$ cat src/rtl/c2h_byp_arb_pkg.sv
// rtl/c2h_byp_arb_pkg.sv - shared types and widths for the C2H ST bypass arbiter
package c2h_byp_arb_pkg;

  localparam int ADDR_W = 64;
  localparam int QID_W  = 11;
  localparam int FUNC_W = 8;
  localparam int PORT_W = 3;
  localparam int TAG_W  = 7;

  typedef struct packed {
    logic [ADDR_W-1:0] addr;
    logic [QID_W-1:0]  qid;
    logic              error;
    logic [FUNC_W-1:0] func;
    logic [PORT_W-1:0] port_id;
    logic [TAG_W-1:0]  pfch_tag;
  } c2h_st_dsc_t;

  typedef enum logic [1:0] {
    IDLE  = 2'd0,
    DRAIN = 2'd1,
    ISSUE = 2'd2,
    WAIT  = 2'd3
  } mrkr_state_e;

endpackage

$ cat src/rtl/rr_arb_core.sv
// rtl/rr_arb_core.sv - round-robin pick with rotating priority pointer
module rr_arb_core #(
  parameter int NUM_REQ = 4
) (
  input  logic               clk,
  input  logic               resetn,
  input  logic [NUM_REQ-1:0] vld,
  input  logic               en,
  output logic [NUM_REQ-1:0] gnt,
  output logic [2:0]         gnt_idx,
  output logic               found
);

  logic [2:0] ptr;
  logic [7:0] vld_pad;
  logic [7:0] gnt_pad;
  logic [3:0] cand;

  // Search starts at the pointer and wraps at NUM_REQ, not at 8.
  always_comb begin
    vld_pad              = '0;
    vld_pad[NUM_REQ-1:0] = vld;
    gnt_pad              = '0;
    gnt_idx              = '0;
    found                = 1'b0;
    cand                 = '0;
    for (int i = 0; i < NUM_REQ; i++) begin
      cand = {1'b0, ptr} + 4'(i);
      if (cand >= 4'(NUM_REQ)) cand = cand - 4'(NUM_REQ);
      if (!found && vld_pad[cand[2:0]]) begin
        found   = 1'b1;
        gnt_idx = cand[2:0];
      end
    end
    if (en && found) gnt_pad[gnt_idx] = 1'b1;
    gnt = gnt_pad[NUM_REQ-1:0];
  end

  always_ff @(posedge clk) begin
    if (!resetn) begin
      ptr <= '0;
    end else if (en && found) begin
      if (gnt_idx == 3'(NUM_REQ-1)) ptr <= '0;
      else                          ptr <= gnt_idx + 3'd1;
    end
  end

endmodule

$ cat src/rtl/c2h_byp_st_arb.sv
// rtl/c2h_byp_st_arb.sv - round-robin C2H ST bypass descriptor arbiter with marker sequencing
module c2h_byp_st_arb
  import c2h_byp_arb_pkg::*;
#(
  parameter int NUM_REQ     = 4,
  parameter int TIMEOUT_CYC = 4096
) (
  input  logic                    axi_aclk,
  input  logic                    axi_aresetn,
  input  logic [NUM_REQ-1:0]      req_vld,
  output logic [NUM_REQ-1:0]      req_rdy,
  input  logic [NUM_REQ*64-1:0]   req_addr,
  input  logic [NUM_REQ*11-1:0]   req_qid,
  input  logic [NUM_REQ*8-1:0]    req_func,
  input  logic [NUM_REQ*3-1:0]    req_port_id,
  input  logic [NUM_REQ*7-1:0]    req_pfch_tag,
  input  logic [NUM_REQ-1:0]      req_error,
  output logic [63:0]             c2h_byp_in_st_csh_addr,
  output logic [10:0]             c2h_byp_in_st_csh_qid,
  output logic                    c2h_byp_in_st_csh_error,
  output logic [7:0]              c2h_byp_in_st_csh_func,
  output logic [2:0]              c2h_byp_in_st_csh_port_id,
  output logic [6:0]              c2h_byp_in_st_csh_pfch_tag,
  output logic                    c2h_byp_in_st_csh_vld,
  input  logic                    c2h_byp_in_st_csh_rdy,
  input  logic                    mrkr_req,
  output logic                    mrkr_out_req,
  input  logic                    c2h_st_marker_rsp,
  output logic                    mrkr_busy,
  output logic                    mrkr_timeout,
  output logic [2:0]              grant_id,
  output logic [31:0]             desc_cnt
);

  localparam int CNT_W = $clog2(TIMEOUT_CYC) + 1;

  mrkr_state_e  state, state_n;
  logic [CNT_W-1:0] tmo_cnt, tmo_cnt_n;
  logic         tmo_set;

  c2h_st_dsc_t  dsc [NUM_REQ];
  c2h_st_dsc_t  win_dsc;
  c2h_st_dsc_t  out_dsc;
  logic         out_vld;
  logic [2:0]   out_id;

  logic         load;
  logic         arb_en;
  logic         take;
  logic         accept;
  logic [NUM_REQ-1:0] gnt;
  logic [2:0]   gnt_idx;
  logic         found;

  assign accept = out_vld && c2h_byp_in_st_csh_rdy;
  assign load   = !out_vld || c2h_byp_in_st_csh_rdy;
  assign arb_en = (state == IDLE) && load;
  assign take   = arb_en && found;

  rr_arb_core #(.NUM_REQ(NUM_REQ)) u_rr (
    .clk     (axi_aclk),
    .resetn  (axi_aresetn),
    .vld     (req_vld),
    .en      (arb_en),
    .gnt     (gnt),
    .gnt_idx (gnt_idx),
    .found   (found)
  );

  assign req_rdy = gnt;

  always_comb begin
    for (int i = 0; i < NUM_REQ; i++) begin
      dsc[i].addr     = req_addr[64*i +: 64];
      dsc[i].qid      = req_qid[11*i +: 11];
      dsc[i].error    = req_error[i];
      dsc[i].func     = req_func[8*i +: 8];
      dsc[i].port_id  = req_port_id[3*i +: 3];
      dsc[i].pfch_tag = req_pfch_tag[7*i +: 7];
    end
  end

  always_comb begin
    win_dsc = '0;
    for (int i = 0; i < NUM_REQ; i++) begin
      if (gnt[i]) win_dsc = dsc[i];
    end
  end

  // Fields only change on a load that carries a grant, so they stay put under backpressure.
  always_ff @(posedge axi_aclk) begin
    if (!axi_aresetn) begin
      out_vld  <= 1'b0;
      out_dsc  <= '0;
      out_id   <= '0;
      desc_cnt <= '0;
    end else begin
      if (accept) desc_cnt <= desc_cnt + 32'd1;
      if (load) begin
        out_vld <= take;
        if (take) begin
          out_dsc <= win_dsc;
          out_id  <= gnt_idx;
        end
      end
    end
  end

  assign c2h_byp_in_st_csh_vld      = out_vld;
  assign c2h_byp_in_st_csh_addr     = out_dsc.addr;
  assign c2h_byp_in_st_csh_qid      = out_dsc.qid;
  assign c2h_byp_in_st_csh_error    = out_dsc.error;
  assign c2h_byp_in_st_csh_func     = out_dsc.func;
  assign c2h_byp_in_st_csh_port_id  = out_dsc.port_id;
  assign c2h_byp_in_st_csh_pfch_tag = out_dsc.pfch_tag;
  assign grant_id                   = out_id;

  always_ff @(posedge axi_aclk) begin
    if (!axi_aresetn) begin
      state        <= IDLE;
      tmo_cnt      <= '0;
      mrkr_timeout <= 1'b0;
    end else begin
      state   <= state_n;
      tmo_cnt <= tmo_cnt_n;
      if (tmo_set) mrkr_timeout <= 1'b1;
    end
  end

  // Timeout fires on the cycle the incremented count reaches TIMEOUT_CYC-1.
  always_comb begin
    state_n      = state;
    tmo_cnt_n    = tmo_cnt;
    tmo_set      = 1'b0;
    mrkr_out_req = 1'b0;
    case (state)
      IDLE:  if (mrkr_req) state_n = DRAIN;
      DRAIN: if (!out_vld || c2h_byp_in_st_csh_rdy) state_n = ISSUE;
      ISSUE: begin
        mrkr_out_req = 1'b1;
        tmo_cnt_n    = '0;
        state_n      = WAIT;
      end
      WAIT: begin
        if (c2h_st_marker_rsp) begin
          state_n = IDLE;
        end else begin
          tmo_cnt_n = tmo_cnt + CNT_W'(1);
          if (tmo_cnt == CNT_W'(TIMEOUT_CYC-2)) begin
            tmo_set = 1'b1;
            state_n = IDLE;
          end
        end
      end
      default: state_n = IDLE;
    endcase
  end

  assign mrkr_busy = (state != IDLE);

endmodule

$ cat config.mk
export PLATFORM = sky130hd
export DESIGN_NAME = c2h_byp_st_arb
export DESIGN_NICKNAME = d
export VERILOG_FILES = /design/src/rtl/c2h_byp_arb_pkg.sv /design/src/rtl/rr_arb_core.sv /design/src/rtl/c2h_byp_st_arb.sv
export SDC_FILE = /design/constraint.sdc
export NUM_CORES = 1
export LEC_CHECK = 0
export CAP_MARGIN = 40
export CORE_MARGIN = 5
export CORE_UTILIZATION = 30
export CTS_CLUSTER_SIZE = 8
export DETAILED_ROUTE_END_ITERATION = 8
export DONT_BUFFER_PORTS = 1
export GPL_TIMING_DRIVEN = 0
export PLACE_DENSITY = 0.45
export SETUP_SLACK_MARGIN = 0.05
export SYNTH_ARGS = -nofsm -noshare
export SYNTH_HDL_FRONTEND = slang
export SYNTH_SLANG_ARGS = --single-unit
$ cat constraint.sdc
create_clock -name axi_aclk -period 5 [get_ports axi_aclk]
set_clock_uncertainty 0.1 [all_clocks]
set_input_delay 1 -clock axi_aclk [delete_from_list [all_inputs] [get_ports axi_aclk]]
set_output_delay 1 -clock axi_aclk [all_outputs]
set_load 0.1 [all_outputs]
==> results.ini <==
[routing]
dr_wl_met2_um=32000
highest_layer=met5
wl_met1_um=24800
routed-via-count=14000
routed_via_density=6.07
drc_errors=0
drt-pass1-iter-count=5
routedWlPerCell_um=27.7
first_iter_violations=1057
ant_nets=0
drt_wl_total_um=63800
wl_met3_um=5610

[synth]
synth-main-ff-cell=dfxtp_1
synth_top_family_by_area=compound AO/OA/AOI/OAI gates
synthAdderAreaFrac=0.0107
synth-compound-area-share=0.415
synthSimpleGateAreaFrac=0.140
synth_edf_count=0
postSynthAreaPerCell_um2=8.16
synth_area_um2=12800
ys_async_sr_fraction=0
synth_xor_area_frac=0.0205
yosys-mux-area-fraction=0.0828
yosysWarnings=0
synth_nets=1966
yosys_register_bits=149
synth_cell_type_count=51
synth.yosys.seq_area_share=0.233
postSynthCellCount=1570

[cells_and_area]
design_area_um2=17200
multi_input_area_um2=8630
drive_above_1_share=0.173
synthToLayoutAreaGrowth_pct=33.8
final-seq-area_um2=2980
nFillCells=4187
layout.nets=2141

[floorplan]
coreArea_um2=42100
start_util=0.304
dieArea_um2=47000
io_pins=522
die_w_um=217
die_h_um=217
row_count=75

[grt]
antenna_found_initial=10
grt.total_usage=0.262
gr-total-overflow=0
grt_pass1_vias=14200
grt_first_pass_wirelength_um=94300
grt_max_degree=20

[sta]
setup_viol=0
period_share=0.966
rsz0062_at_grt=no
finalHoldViolCount=0
worst_pin_slew_ps=891
maxSlewViolCount=0
fmax_ghz=0.207
layout_setup_ws_ps=170
slew_headroom=0.406
min_period_ps=4830

[clock_network]
cts.path.max_buffers=2
path_clk_slew_ps=70
clkSinkCount=149
holdBufCountCts=0
cts_tree=done
root_buffer=clkbuf_16
h-tree-depth=4
numCtsBuffers=17
clock_latency_ps=490

[pwr]
clkPwrFrac=0.104
total_power_mw=12.8
p_comb_frac=0.760
swShare=0.564
intPower_mw=5.60
power.density_nw_per_um2=748
p_switching_mw=7.23
seqPwrFrac=0.136
irDropWorstVdd_mv=0.405
p_leak_nw=6.98

[placed_design]
dp_hpwl_um=51700
pre_cts_ws_ps=-794
io_buffers=0
gp_congestion=0.845
place_area_um2=16500

[hold_path]
hold_class=reg2reg
whs_path_depth=2
hold_end=tmo_cnt[6]$_SDFFE_PN0P_
min_from=tmo_cnt[6]$_SDFFE_PN0P_

[critical_path]
crit_required_ps=3900
reg2reg_slack_ps=720
cp.arrival_ps=3730
cp_max_fo=9
path_class=reg2out
worstRegToRegCells=12
worstSetupEndpointType=output pin
cp-start-kind=flip-flop
timing.rr.end=c2h_byp_in_st_csh_addr[29]$_SDFFE_PN0P_
r2r_start=u_rr.ptr[0]$_SDFFE_PN0P_

[run]
drv_cap=0

[status]
status=finished clean

how the worst max path moves through the flow:
stage / startpoint / to / slack, ps
after floorplan: u_rr.ptr[1]$_SDFFE_PN0P_ / req_rdy[0] / -350
after global placement: u_rr.ptr[1]$_SDFFE_PN0P_ / req_rdy[0] / -2090
after detailed placement: u_rr.ptr[1]$_SDFFE_PN0P_ / req_rdy[0] / -790
after CTS: u_rr.ptr[0]$_SDFFE_PN0P_ / req_rdy[1] / 80
after global routing: u_rr.ptr[0]$_SDFFE_PN0P_ / req_rdy[1] / 60
final: u_rr.ptr[0]$_SDFFE_PN0P_ / req_rdy[1] / 170
what timing repair did:
| action | in CTS | in global routing |
|---|---|---|
| resized for setup | 17 | 3 |
| setup endpoints to repair | 4 | 3 |
| pin swaps | 2 | 3 |
| buffers inserted | 4 | 6 |
cell type report:
| cell class | instances | share of cell area |
|---|---|---|
| multi-input cells | 1109 | 0.503 |
| repair buffers | 162 | 0.176 |
| flip-flops and latches | 149 | 0.174 |
| plain buffers | 198 | 0.0500 |
| well taps | 539 | 0.0393 |
| clock buffers | 19 | 0.0258 |
| inverters | 108 | 0.0239 |
| clock inverters | 13 | 0.00751 |
| diodes | 4 | 0.000584 |
Yosys cell counts, drive strengths merged (11+ instances only):
| cell type | count | share of area |
|---|---|---|
| a21oi | 22 | 0.0089 |
| a41oi | 94 | 0.064 |
| and3 | 110 | 0.054 |
| buf | 42 | 0.020 |
| clkbuf | 162 | 0.047 |
| dfxtp | 149 | 0.23 |
| ha | 11 | 0.011 |
| inv | 108 | 0.032 |
| mux2i | 97 | 0.076 |
| nand2 | 129 | 0.038 |
| nand3 | 17 | 0.0066 |
| nand4 | 12 | 0.0059 |
| nor2 | 50 | 0.015 |
| o211a | 87 | 0.068 |
| o211ai | 284 | 0.17 |
| o21ai | 12 | 0.0047 |
| o221ai | 94 | 0.094 |
| xnor2 | 13 | 0.0089 |
| xor2 | 17 | 0.012 |
worst max-delay path, cell delays in order, from the launching register on:
cell	delay (ps)
dfxtp_1	350
buf_6	150
clkinvlp_4	140
ha_4	320
mux4_2	560
a21oi_4	180
or4b_1	440
nand4_1	110
buf_6	140
inv_2	70
clkbuf_1	110
buf_6	160
nor3_4	260
clkbuf_16	250
cells in the final DEF (no fill, tap or decap), types with 7 or more instances in the layout:
cell type and count:
buf_4 13, nand4_1 12, mux2i_1 97, xnor2_1 13
o221ai_2 60, ha_1 10, o221ai_1 34, buf_6 20
inv_1 106, buf_2 17, buf_1 13, o211a_1 87
xor2_1 17, o211ai_1 284, dfxtp_1 149, inv_6 7
clkbuf_16 18, o21ai_0 10, nor2_1 48, nand2_1 128
buf_8 85, a21oi_1 21, clkbuf_1 154, a41oi_1 94
nand3_1 17, buf_16 55, and3_1 110, or3_1 7
power by group through the flow:
stage / Sequential, mW / Clock, mW / Combinational (mW)
global placement: 3.26 / 0 / 6.85
global route: 1.77 / 1.42 / 10.4
finish: 1.74 / 1.33 / 9.75
CTS: 1.74 / 1.38 / 9.78
detailed placement: 1.76 / 0 / 9.68
floorplan: 3.17 / 0 / 5.01
sequential cells by signal, indices dropped and copies added (netlist names):
name,flops
c2h_byp_in_st_csh_pfch_tag,7
grant_id,3
c2h_byp_in_st_csh_vld,1
c2h_byp_in_st_csh_qid,11
c2h_byp_in_st_csh_port_id,3
state,2
c2h_byp_in_st_csh_addr,64
c2h_byp_in_st_csh_func,8
u_rr.ptr,3
desc_cnt,32
mrkr_timeout,1
tmo_cnt,13
c2h_byp_in_st_csh_error,1
metal layers:
layer,vias to the layer above,GRT usage
li1,6494,-
met1,6786,0.308
met2,599,0.457
met3,83,0.0883
met4,12,0.0712
met5,-,0
kinds of logic (layout without fill, tap and decap cells):
| group | Yosys count | in the layout |
|---|---|---|
| AO/OA/AOI/OAI | 608 | 608 |
| adder cells (fa/ha/maj) | 11 | 11 |
| other | 0 | 4 |
| flip-flops | 149 | 149 |
| multiplexers | 102 | 102 |
| buffers and inverters | 312 | 500 |
| XOR/XNOR | 30 | 30 |
| AND/OR/NAND/NOR | 358 | 358 |
through the flow:
stage / instances / util / hold WS (ps) / TNS [ps]
6_report: 2301 / 0.407 / 391 / 0
3_5_place_dp: 2261 / 0.390 / 384 / -1870
4_1_cts: 2292 / 0.406 / 391 / 0
3_3_place_gp: 2109 / 0.320 / 368 / -6080
2_1_floorplan: 1570 / - / 354 / -816
5_1_grt: 2299 / 0.407 / 429 / 0
Note: power is estimated with default switching activity, not from simulation.
